### src/rtl/spi_rx_monitor.sv
// SPI receive monitor: oversamples sck/sdi on the system clock, deserializes
// MSB-first bytes into an RX FIFO and exposes FIFO, status and control on the device bus.
module spi_rx_monitor #(
    parameter bit CPOL        = 1'b0,
    parameter bit CPHA        = 1'b0,
    parameter int FifoDepth   = 8,
    parameter int IdleTimeout = 64
) (
    input  logic        clk_i,
    input  logic        rst_i,
    input  logic        sck_i,
    input  logic        sdi_i,
    input  logic        device_req_i,
    input  logic [31:0] device_addr_i,
    input  logic        device_we_i,
    input  logic [3:0]  device_be_i,
    input  logic [31:0] device_wdata_i,
    output logic        device_rvalid_o,
    output logic [31:0] device_rdata_o,
    output logic        byte_valid_o,
    output logic [7:0]  byte_o,
    output logic        irq_o
);
    localparam int AW = (FifoDepth > 1) ? $clog2(FifoDepth) : 1;
    localparam int LW = AW + 1;
    localparam int IW = $clog2(IdleTimeout + 1);
    localparam logic [IW-1:0] IDLE_MAX   = IW'(IdleTimeout);
    localparam logic [LW-1:0] LEVEL_FULL = LW'(FifoDepth);
    localparam bit SAMPLE_RISE = (CPOL == CPHA);

    localparam logic [11:0] ADDR_RX_DATA = 12'h000;
    localparam logic [11:0] ADDR_STATUS  = 12'h004;
    localparam logic [11:0] ADDR_CTRL    = 12'h008;

    logic          r_sck_s1, r_sck_s2, r_sck_prev;
    logic          r_sdi_s1, r_sdi_s2;
    logic [7:0]    r_shift;
    logic [3:0]    r_bit_cnt;
    logic [IW-1:0] r_idle_cnt;
    logic [7:0]    r_mem [FifoDepth];
    logic [AW-1:0] r_wr_ptr, r_rd_ptr;
    logic [LW-1:0] r_level;
    logic          r_overflow, r_frame_err, r_enable;
    logic [7:0]    r_byte;
    logic          r_byte_valid, r_irq, r_rvalid;
    logic [31:0]   r_rdata;

    logic          w_sample_edge, w_take, w_byte_done, w_timeout;
    logic [7:0]    w_shift_nxt;
    logic [11:0]   w_addr;
    logic          w_rd, w_wr_ctrl, w_flush, w_clr;
    logic          w_empty, w_full, w_pop, w_push_ok, w_push_drop;
    logic [3:0]    w_bit_cnt_nxt;
    logic [IW-1:0] w_idle_nxt;
    logic [LW-1:0] w_level_nxt;
    logic          w_overflow_nxt, w_frame_err_nxt;
    logic [31:0]   w_rdata_nxt;
    logic          w_unused_bits;

    assign w_unused_bits = ^{device_be_i, device_addr_i[31:12], device_wdata_i[31:3]};

    assign w_sample_edge = SAMPLE_RISE ? (r_sck_s2 & ~r_sck_prev) : (~r_sck_s2 & r_sck_prev);
    assign w_take        = w_sample_edge & r_enable;
    assign w_byte_done   = w_take & (r_bit_cnt == 4'd7);
    assign w_shift_nxt   = {r_shift[6:0], r_sdi_s2};
    assign w_timeout     = r_enable & ~w_take & (r_idle_cnt == IDLE_MAX) & (r_bit_cnt != 4'd0);

    assign w_addr      = device_addr_i[11:0];
    assign w_rd        = device_req_i & ~device_we_i;
    assign w_wr_ctrl   = device_req_i & device_we_i & (w_addr == ADDR_CTRL);
    assign w_flush     = w_wr_ctrl & device_wdata_i[0];
    assign w_clr       = w_wr_ctrl & device_wdata_i[1];
    assign w_empty     = (r_level == {LW{1'b0}});
    assign w_full      = (r_level == LEVEL_FULL);
    assign w_pop       = w_rd & (w_addr == ADDR_RX_DATA) & ~w_empty;
    // A pop in the same cycle frees the slot, so a push into a full FIFO still lands.
    assign w_push_ok   = w_byte_done & ~w_flush & (~w_full | w_pop);
    assign w_push_drop = w_byte_done & ~w_flush & w_full & ~w_pop;

    // Bit counter, idle counter and sticky error flag next-state.
    always_comb begin
        w_bit_cnt_nxt   = r_bit_cnt;
        w_idle_nxt      = r_idle_cnt;
        w_frame_err_nxt = r_frame_err;
        w_overflow_nxt  = r_overflow;
        if (w_sample_edge) begin
            w_idle_nxt = {IW{1'b0}};
        end else if (r_idle_cnt != IDLE_MAX) begin
            w_idle_nxt = r_idle_cnt + {{(IW-1){1'b0}}, 1'b1};
        end else begin
            w_idle_nxt = r_idle_cnt;
        end
        if (!r_enable) begin
            w_bit_cnt_nxt = 4'd0;
        end else if (w_take) begin
            w_bit_cnt_nxt = w_byte_done ? 4'd0 : (r_bit_cnt + 4'd1);
        end else if (w_timeout) begin
            w_bit_cnt_nxt = 4'd0;
        end else begin
            w_bit_cnt_nxt = r_bit_cnt;
        end
        if (w_clr) begin
            w_frame_err_nxt = 1'b0;
            w_overflow_nxt  = 1'b0;
        end else begin
            w_frame_err_nxt = r_frame_err;
            w_overflow_nxt  = r_overflow;
        end
        if (w_timeout) begin
            w_frame_err_nxt = 1'b1;
        end else begin
            w_frame_err_nxt = w_frame_err_nxt;
        end
        if (w_push_drop) begin
            w_overflow_nxt = 1'b1;
        end else begin
            w_overflow_nxt = w_overflow_nxt;
        end
    end

    // FIFO occupancy next-state.
    always_comb begin
        w_level_nxt = r_level;
        if (w_flush) begin
            w_level_nxt = {LW{1'b0}};
        end else begin
            w_level_nxt = r_level + LW'(w_push_ok) - LW'(w_pop);
        end
    end

    // Read data mux for the registered bus response.
    always_comb begin
        w_rdata_nxt = 32'd0;
        if (w_rd) begin
            case (w_addr)
                ADDR_RX_DATA: w_rdata_nxt = w_empty ? 32'd0 : {1'b1, 23'd0, r_mem[r_rd_ptr]};
                ADDR_STATUS:  w_rdata_nxt = {8'd0, 4'd0, r_bit_cnt, 8'(r_level), 4'd0,
                                             r_frame_err, r_overflow, w_full, w_empty};
                ADDR_CTRL:    w_rdata_nxt = {29'd0, r_enable, 2'b00};
                default:      w_rdata_nxt = 32'd0;
            endcase
        end else begin
            w_rdata_nxt = 32'd0;
        end
    end

    // Storage array is left unreset; occupancy is tracked by the pointers and level.
    always_ff @(posedge clk_i) begin
        if (w_push_ok) begin
            r_mem[r_wr_ptr] <= w_shift_nxt;
        end
    end

    // Synchronizers, deserializer, FIFO pointers, control and registered outputs.
    always_ff @(posedge clk_i) begin
        if (rst_i) begin
            r_sck_s1     <= CPOL;
            r_sck_s2     <= CPOL;
            r_sck_prev   <= CPOL;
            r_sdi_s1     <= 1'b0;
            r_sdi_s2     <= 1'b0;
            r_shift      <= 8'd0;
            r_bit_cnt    <= 4'd0;
            r_idle_cnt   <= {IW{1'b0}};
            r_wr_ptr     <= {AW{1'b0}};
            r_rd_ptr     <= {AW{1'b0}};
            r_level      <= {LW{1'b0}};
            r_overflow   <= 1'b0;
            r_frame_err  <= 1'b0;
            r_enable     <= 1'b1;
            r_byte       <= 8'd0;
            r_byte_valid <= 1'b0;
            r_irq        <= 1'b0;
            r_rvalid     <= 1'b0;
            r_rdata      <= 32'd0;
        end else begin
            r_sck_s1     <= sck_i;
            r_sck_s2     <= r_sck_s1;
            r_sck_prev   <= r_sck_s2;
            r_sdi_s1     <= sdi_i;
            r_sdi_s2     <= r_sdi_s1;
            r_shift      <= w_take ? w_shift_nxt : r_shift;
            r_bit_cnt    <= w_bit_cnt_nxt;
            r_idle_cnt   <= w_idle_nxt;
            r_byte       <= w_byte_done ? w_shift_nxt : r_byte;
            r_byte_valid <= w_byte_done;
            if (w_flush) begin
                r_wr_ptr <= {AW{1'b0}};
                r_rd_ptr <= {AW{1'b0}};
            end else begin
                r_wr_ptr <= w_push_ok ? (r_wr_ptr + {{(AW-1){1'b0}}, 1'b1}) : r_wr_ptr;
                r_rd_ptr <= w_pop ? (r_rd_ptr + {{(AW-1){1'b0}}, 1'b1}) : r_rd_ptr;
            end
            r_level      <= w_level_nxt;
            r_overflow   <= w_overflow_nxt;
            r_frame_err  <= w_frame_err_nxt;
            r_enable     <= w_wr_ctrl ? device_wdata_i[2] : r_enable;
            r_irq        <= (w_level_nxt != {LW{1'b0}}) | w_overflow_nxt | w_frame_err_nxt;
            r_rvalid     <= device_req_i;
            r_rdata      <= w_rdata_nxt;
        end
    end

    assign device_rvalid_o = r_rvalid;
    assign device_rdata_o  = r_rdata;
    assign byte_valid_o    = r_byte_valid;
    assign byte_o          = r_byte;
    assign irq_o           = r_irq;
endmodule

### config.mk
export PLATFORM = sky130hd
export DESIGN_NAME = spi_rx_monitor
export DESIGN_NICKNAME = d
export VERILOG_FILES = /design/src/rtl/spi_rx_monitor.sv
export SDC_FILE = /design/constraint.sdc
export NUM_CORES = 1
export LEC_CHECK = 0
export BUFFER_PORTS_ARGS = -buffer_cell sky130_fd_sc_hd__buf_2
export CAP_MARGIN = 40
export CORE_UTILIZATION = 60
export CTS_BUF_LIST = sky130_fd_sc_hd__clkbuf_8
export CTS_CLUSTER_DIAMETER = 40
export DETAILED_ROUTE_END_ITERATION = 7
export PLACE_DENSITY = 0.91
export SETUP_SLACK_MARGIN = 0.1
export SLEW_MARGIN = 20
export SYNTH_ARGS = -nofsm -noshare
export SYNTH_HDL_FRONTEND = slang
export SYNTH_SLANG_ARGS = --single-unit
### constraint.sdc
create_clock -name clk_i -period 8.6 [get_ports clk_i]
set_clock_uncertainty 0.05 [all_clocks]
set_input_delay 0.43 -clock clk_i [delete_from_list [all_inputs] [get_ports clk_i]]
set_output_delay 0.43 -clock clk_i [all_outputs]
set_load 0.005 [all_outputs]
### Word level (Yosys, flattened, before mapping)

Memories as Yosys holds them, arrays and structs flattened. A register that Yosys moved wholly into a read port is not among the register bits.
Cells that the tools add are included.
W data, S select, Z words.

| storage, ports and cells | value |
|---|---|
| register bits after elaboration | 79 |
| RAM bits | 64 |
| input port bits | 74 |
| logic and storage cells | 84 |
| memories kept | 1 |

| cells by class | value |
|---|---|
| $add $sub $neg | 6 |
| equal/unequal tests | 6 |
| multiplexer cells | 14 |
| bitwise operators | 29 |
| reductions and logical operators | 9 |

Memory list:

| name | words | bits a word | read ports | clocked after memory_dff | wr ports | line | RTL |
|---|---|---|---|---|---|---|---|
| r_mem | 8 | 8 | 1 | 1 | 1 | 40 | `logic [7:0] r_mem [FifoDepth];` |

Operators with widths:

| kind | number |
|---|---|
| $pmux W32 S3 | 1 |
| $mux W32 | 1 |
| $and A1 B1 Y1 | 17 |
| $mux W4 | 4 |
| $eq A12 B3 Y1 const B | 1 |
| $eq A12 B4 Y1 const B | 1 |
| $logic_not A12 Y1 | 1 |
| $not A1 Y1 | 9 |
| $reduce_bool A4 Y1 | 2 |
| $reduce_or A2 Y1 | 4 |
| $add A7 B1 Y7 const B | 1 |
| $eq A7 B7 Y1 const B | 1 |
| $ne A7 B7 Y1 const B | 1 |
| $add A3 B1 Y3 const B | 2 |
| $mux W1 | 6 |
| $mux W3 | 2 |
| $add A4 B1 Y4 | 1 |
| $add A4 B1 Y4 const B | 1 |
| $eq A4 B3 Y1 const B | 1 |
| $eq A4 B4 Y1 const B | 1 |
| $logic_not A4 Y1 | 1 |
| $sub A4 B1 Y4 | 1 |
| $or A1 B1 Y1 | 3 |
| $reduce_bool A2 Y1 | 1 |

### Longest topological paths before layout

| depth | value |
|---|---|
| word-level depth | 12 |
| mapped depth | 14 |
| gate-level depth less buffers | 14 |

### Worst setup path before layout

OpenSTA, ideal clock, no wires.

| path | value |
|---|---|
| path type | input to register |
| from | input port device_addr_i[9] |
| to | register r_irq, in the netlist irq_o |
| setup time | 0.132 ns |
| arrival time | 3.117 ns |
| required time | 8.418 ns |
| path slack | 5.301 ns |
| stages on the path | 11 |
| path buffers | 0 |
| cells stage by stage | or4_4 or3_4 o31ai_4 nand2_2 ha_1 inv_1 ha_1 fa_1 xnor2_1 a41o_1 o21ai_0 |

| between the ends | value |
|---|---|
| longest elaborated chain between the ends | 12 |
| elaborated cells between the ends (all ways) | 24 |

Ends and longest elaborated chain:

| element | line | RTL |
|---|---|---|
| start: declaration | 14 | `input logic [31:0] device_addr_i,` |
| $eq A12 B4 Y1 | 70 | `assign w_wr_ctrl = device_req_i & device_we_i & (w_addr == ADDR_CTRL);` |
| $and A1 B1 Y1 | 70 |  |
| $and A1 B1 Y1 | 71 | `assign w_flush = w_wr_ctrl & device_wdata_i[0];` |
| $not A1 Y1 | 77, 78 |  |
| $and A1 B1 Y1 | 77, 78 |  |
| $and A1 B1 Y1 | 77 | `assign w_push_ok = w_byte_done & ~w_flush & (~w_full \| w_pop);` |
| $add A4 B1 Y4 | 127 | `w_level_nxt = r_level + LW'(w_push_ok) - LW'(w_pop);` |
| $sub A4 B1 Y4 | 127 |  |
| $mux W4 | 124 | `if (w_flush) begin` |
| $reduce_bool A4 Y1 | 198 | `r_irq <= (w_level_nxt != {LW{1'b0}}) \| w_overflow_nxt \| w_frame_err_nxt;` |
| $or A1 B1 Y1 | 198 |  |
| $or A1 B1 Y1 (*) | 198 |  |
| end signal: assignment | 198 |  |
| end: declaration | 45 | `logic r_byte_valid, r_irq, r_rvalid;` |

Every way passes the cells marked *; elsewhere a longest branch is shown, timed or not.
A chain may end at the register's enable or synchronous reset.

### Worst setup path after layout

| path | value |
|---|---|
| from | register r_bit_cnt[0] |
| to | register r_irq, in the netlist irq_o |

| between the ends | value |
|---|---|
| longest elaborated chain between the ends | 10 |
| elaborated cells between the ends (all ways) | 16 |

Ends and longest elaborated chain:

| element | line | RTL |
|---|---|---|
| start: declaration | 38 | `logic [3:0] r_bit_cnt;` |
| start signal: assignment | 183 | `r_bit_cnt <= w_bit_cnt_nxt;` |
| $eq A4 B3 Y1 | 64 | `assign w_byte_done = w_take & (r_bit_cnt == 4'd7);` |
| $and A1 B1 Y1 | 64 |  |
| $and A1 B1 Y1 | 77, 78 |  |
| $and A1 B1 Y1 | 77 |  |
| $add A4 B1 Y4 | 127 |  |
| $sub A4 B1 Y4 | 127 |  |
| $mux W4 | 124 |  |
| $reduce_bool A4 Y1 | 198 |  |
| $or A1 B1 Y1 | 198 |  |
| $or A1 B1 Y1 (*) | 198 |  |

Marks and branches as above.

==> results.json <==
{
  "hold_viol": 0,
  "grt-ovfl-total": 0,
  "fill_cells": 554,
  "rows": 33,
  "synth_warnings": 0,
  "rsz0062_at_grt": "false",
  "dr.pass1.iters": 7,
  "synth_top_area_share_pct": 36.77,
  "synth_cell_types": 51,
  "drt-initial-drc-count": 244,
  "combPwrFrac_pct": 2.0,
  "hpwl_mm": 6.847,
  "final_common_cell": "dfxtp_1",
  "worst_ir_drop_vdd_uv": 157.8,
  "layout_min_cycle_time_ns": 3.667,
  "p_switching_uw": 264.7,
  "relSlewSlack_pct": 48.41,
  "start_util_pct": 62.66,
  "antenna_left": 0,
  "area_growth_pct": 13.53,
  "die_h_um": 95.33,
  "async_reset_ff_share_pct": 0,
  "worst_hold_slack_ns": 0.1528,
  "layout-drive-gt1-share_pct": 24.18,
  "grt_start_max_net_pins": 35,
  "worst_pin_slew_ns": 0.7729,
  "worstPathArrival_ns": 3.92,
  "p_leak_nw": 2.181,
  "cts_inserted_buffers": 17,
  "fmax_mhz": 272.7,
  "fin_area_um2": 5933,
  "nets": 562,
  "cts_tree": "built",
  "die_w_um": 95.33,
  "grt_use_total_pct": 25.15,
  "crit_path_max_fanout": 10,
  "cts-htree-levels": 4,
  "grt_pass1_vias": 3356,
  "cts_resized": 0,
  "min_period_over_period_pct": 42.64,
  "drc": 0,
  "cts.path.max_buffers": 2,
  "drv_cap": 0,
  "pwr-share-clk_pct": 41.3,
  "clk-insertion-delay-late_ns": 0.44,
  "cp-start-kind": "register",
  "place_area_um2": 5539,
  "die_area_um2": 9088,
  "cts_root_buf": "clkbuf_8",
  "clk_pin_slew_worst_paths_ns": 0.08,
  "dp_slack_ns": 4.815,
  "avgRoutedWirePerCell_um": 17.80,
  "power_density_nw_per_um2": 194.5,
  "power_frac_seq_pct": 56.7,
  "synth_edf_count": 64,
  "num_vias": 3489,
  "coreArea_um2": 8341,
  "worstSetupEndpointType": "register",
  "intPower_uw": 889.3,
  "ios": 117,
  "finalMaxSlewViolations": 0,
  "antenna_found_initial": 0,
  "fin_setup_tns_ns": 0,
  "status": "finished clean",
  "cts_sinks": 131,
  "hp-class": "primary input to register",
  "cp_data_required_time_ns": 8.85,
  "synth.area.top_cells": "edfxtp_1, dfxtp_1, mux4_2",
  "hold_buffers": 0,
  "worst_slack_ns": 4.933,
  "cts_setup_buffers": 0,
  "synth_flop_cell": "dfxtp_1",
  "avgSynthCellArea_um2": 12.65,
  "switching_share_pct": 22.94,
  "placement.io_buffers": 48,
  "synthCells": 413,
  "synth_area_um2": 5226,
  "gp_congestion": 0.8558,
  "ys_seq_area_share_pct": 62.44,
  "grt_pass1_wl_mm": 16.56,
  "layout_common_cells": "dfxtp_1, edfxtp_1, buf_2",
  "ys_ff_latch": 131,
  "crit_type": "register to register",
  "setup_viol": 0,
  "totalWireLength_mm": 10.56,
  "antenna_cells": 0,
  "yosysTopAreaCell": "edfxtp_1",
  "via_per_inst": 5.884
}
[flip-flops by register name, summed over array words and instances, names as in the netlist, named ones only]
register	flops
r_mem	64
device_rdata_o	17
byte_o	8
r_idle_cnt	7
r_shift	7
r_bit_cnt	4
r_level	4
r_rd_ptr	3
r_wr_ptr	3
byte_valid_o	1
device_rvalid_o	1
irq_o	1
r_enable	1
r_frame_err	1
r_overflow	1
r_sck_prev	1
r_sck_s1	1
r_sck_s2	1
r_sdi_s1	1
r_sdi_s2	1
[path summary, 6_finish.rpt]
| check | start | endpoint | slack [ns] | depth (start not counted) |
|---|---|---|---|---|
| setup reg to reg | r_bit_cnt[0]$_SDFFE_PP0P_ | irq_o$_SDFF_PP0_ | 4.93 | 12 |
| hold / removal | sck_i | r_sck_s1$_SDFF_PP0_ | 0.15 | 2 |
| hold reg to reg | r_sdi_s1$_SDFF_PP0_ | r_sdi_s2$_SDFF_PP0_ | 0.40 | 1 |
| setup / recovery | r_bit_cnt[0]$_SDFFE_PP0P_ | irq_o$_SDFF_PP0_ | 4.93 | 12 |
[cell usage after synthesis, drive strengths merged, types with 2 or more instances]
library cell,instances
a21o,2
a21oi,27
and2,9
and3,3
buf,18
clkbuf,12
dfxtp,67
edfxtp,64
ha,12
inv,13
mux2i,9
mux4,16
nand2,37
nand2b,4
nand3,19
nand3b,2
nor2,28
nor2b,10
nor3,16
nor3b,2
nor4,3
o211ai,2
o21ai,3
or3,4
or4,3
xnor2,4
xor2,6
[per-stage QoR]
step                      power, mW  instances  utilization, %
after global placement       0.6894        556           66.23
after global routing          1.188        593           71.14
after floorplan              0.6865        427               -
after detailed placement     0.6908        557           66.41
final                         1.154        593           71.14
after CTS                     1.159        589           70.81
[routing by layer]
layer,wire length [um],track usage (%)
met1,4236,31.89
met2,5203,40.77
met3,833,6.619
met4,285,10.98
met5,0,0
[power by group through the flow]
| stage | clock (mW) | sequential (mW) | combinational, mW |
|---|---|---|---|
| after CTS | 0.482 | 0.654 | 0.0231 |
| after floorplan | 0 | 0.667 | 0.0194 |
| after detailed placement | 0 | 0.668 | 0.0229 |
| final | 0.477 | 0.654 | 0.0235 |
| after global placement | 0 | 0.668 | 0.0216 |
| after global routing | 0.508 | 0.654 | 0.0262 |
[cell families (layout without fill, tap and decap cells)]
| logic type | count (synthesis) | count (layout) | share of synthesized area, % |
|---|---|---|---|
| muxes | 26 | 26 | 8.906 |
| adders and majority gates | 13 | 13 | 3.256 |
| xor gates and xnor gates | 10 | 10 | 1.676 |
| AOI/OAI and AO/OA | 43 | 43 | 5.147 |
| buffers and inverters | 43 | 104 | 4.214 |
| other | 1 | 15 | 0.07175 |
| and+or+nand+nor | 146 | 146 | 14.29 |
| DFF | 131 | 131 | 62.44 |
[final cells by class]
cell class	count	area, um2	share of cell area [%]
clock buffer	17	234.0	3.943
clock inverter	15	132.6	2.235
inverter	13	48.80	0.8224
multi-input combinational	253	1795	30.26
sequential	131	3263	55.00
tap	105	131.4	2.214
timing repair buffer	59	327.8	5.525
[worst max-delay path, stage by stage (launching register included)]
cell and delay, ns:
dfxtp_1 0.42, ha_1 0.21, and3b_1 0.22, nand3_1 0.37
a21oi_1 0.65, nand2_2 0.19, ha_1 0.31, inv_1 0.04
ha_1 0.19, fa_1 0.38, xnor2_1 0.24, a41o_1 0.19
o21ai_0 0.07
No activity file was read; power rests on OpenSTA's default activity.
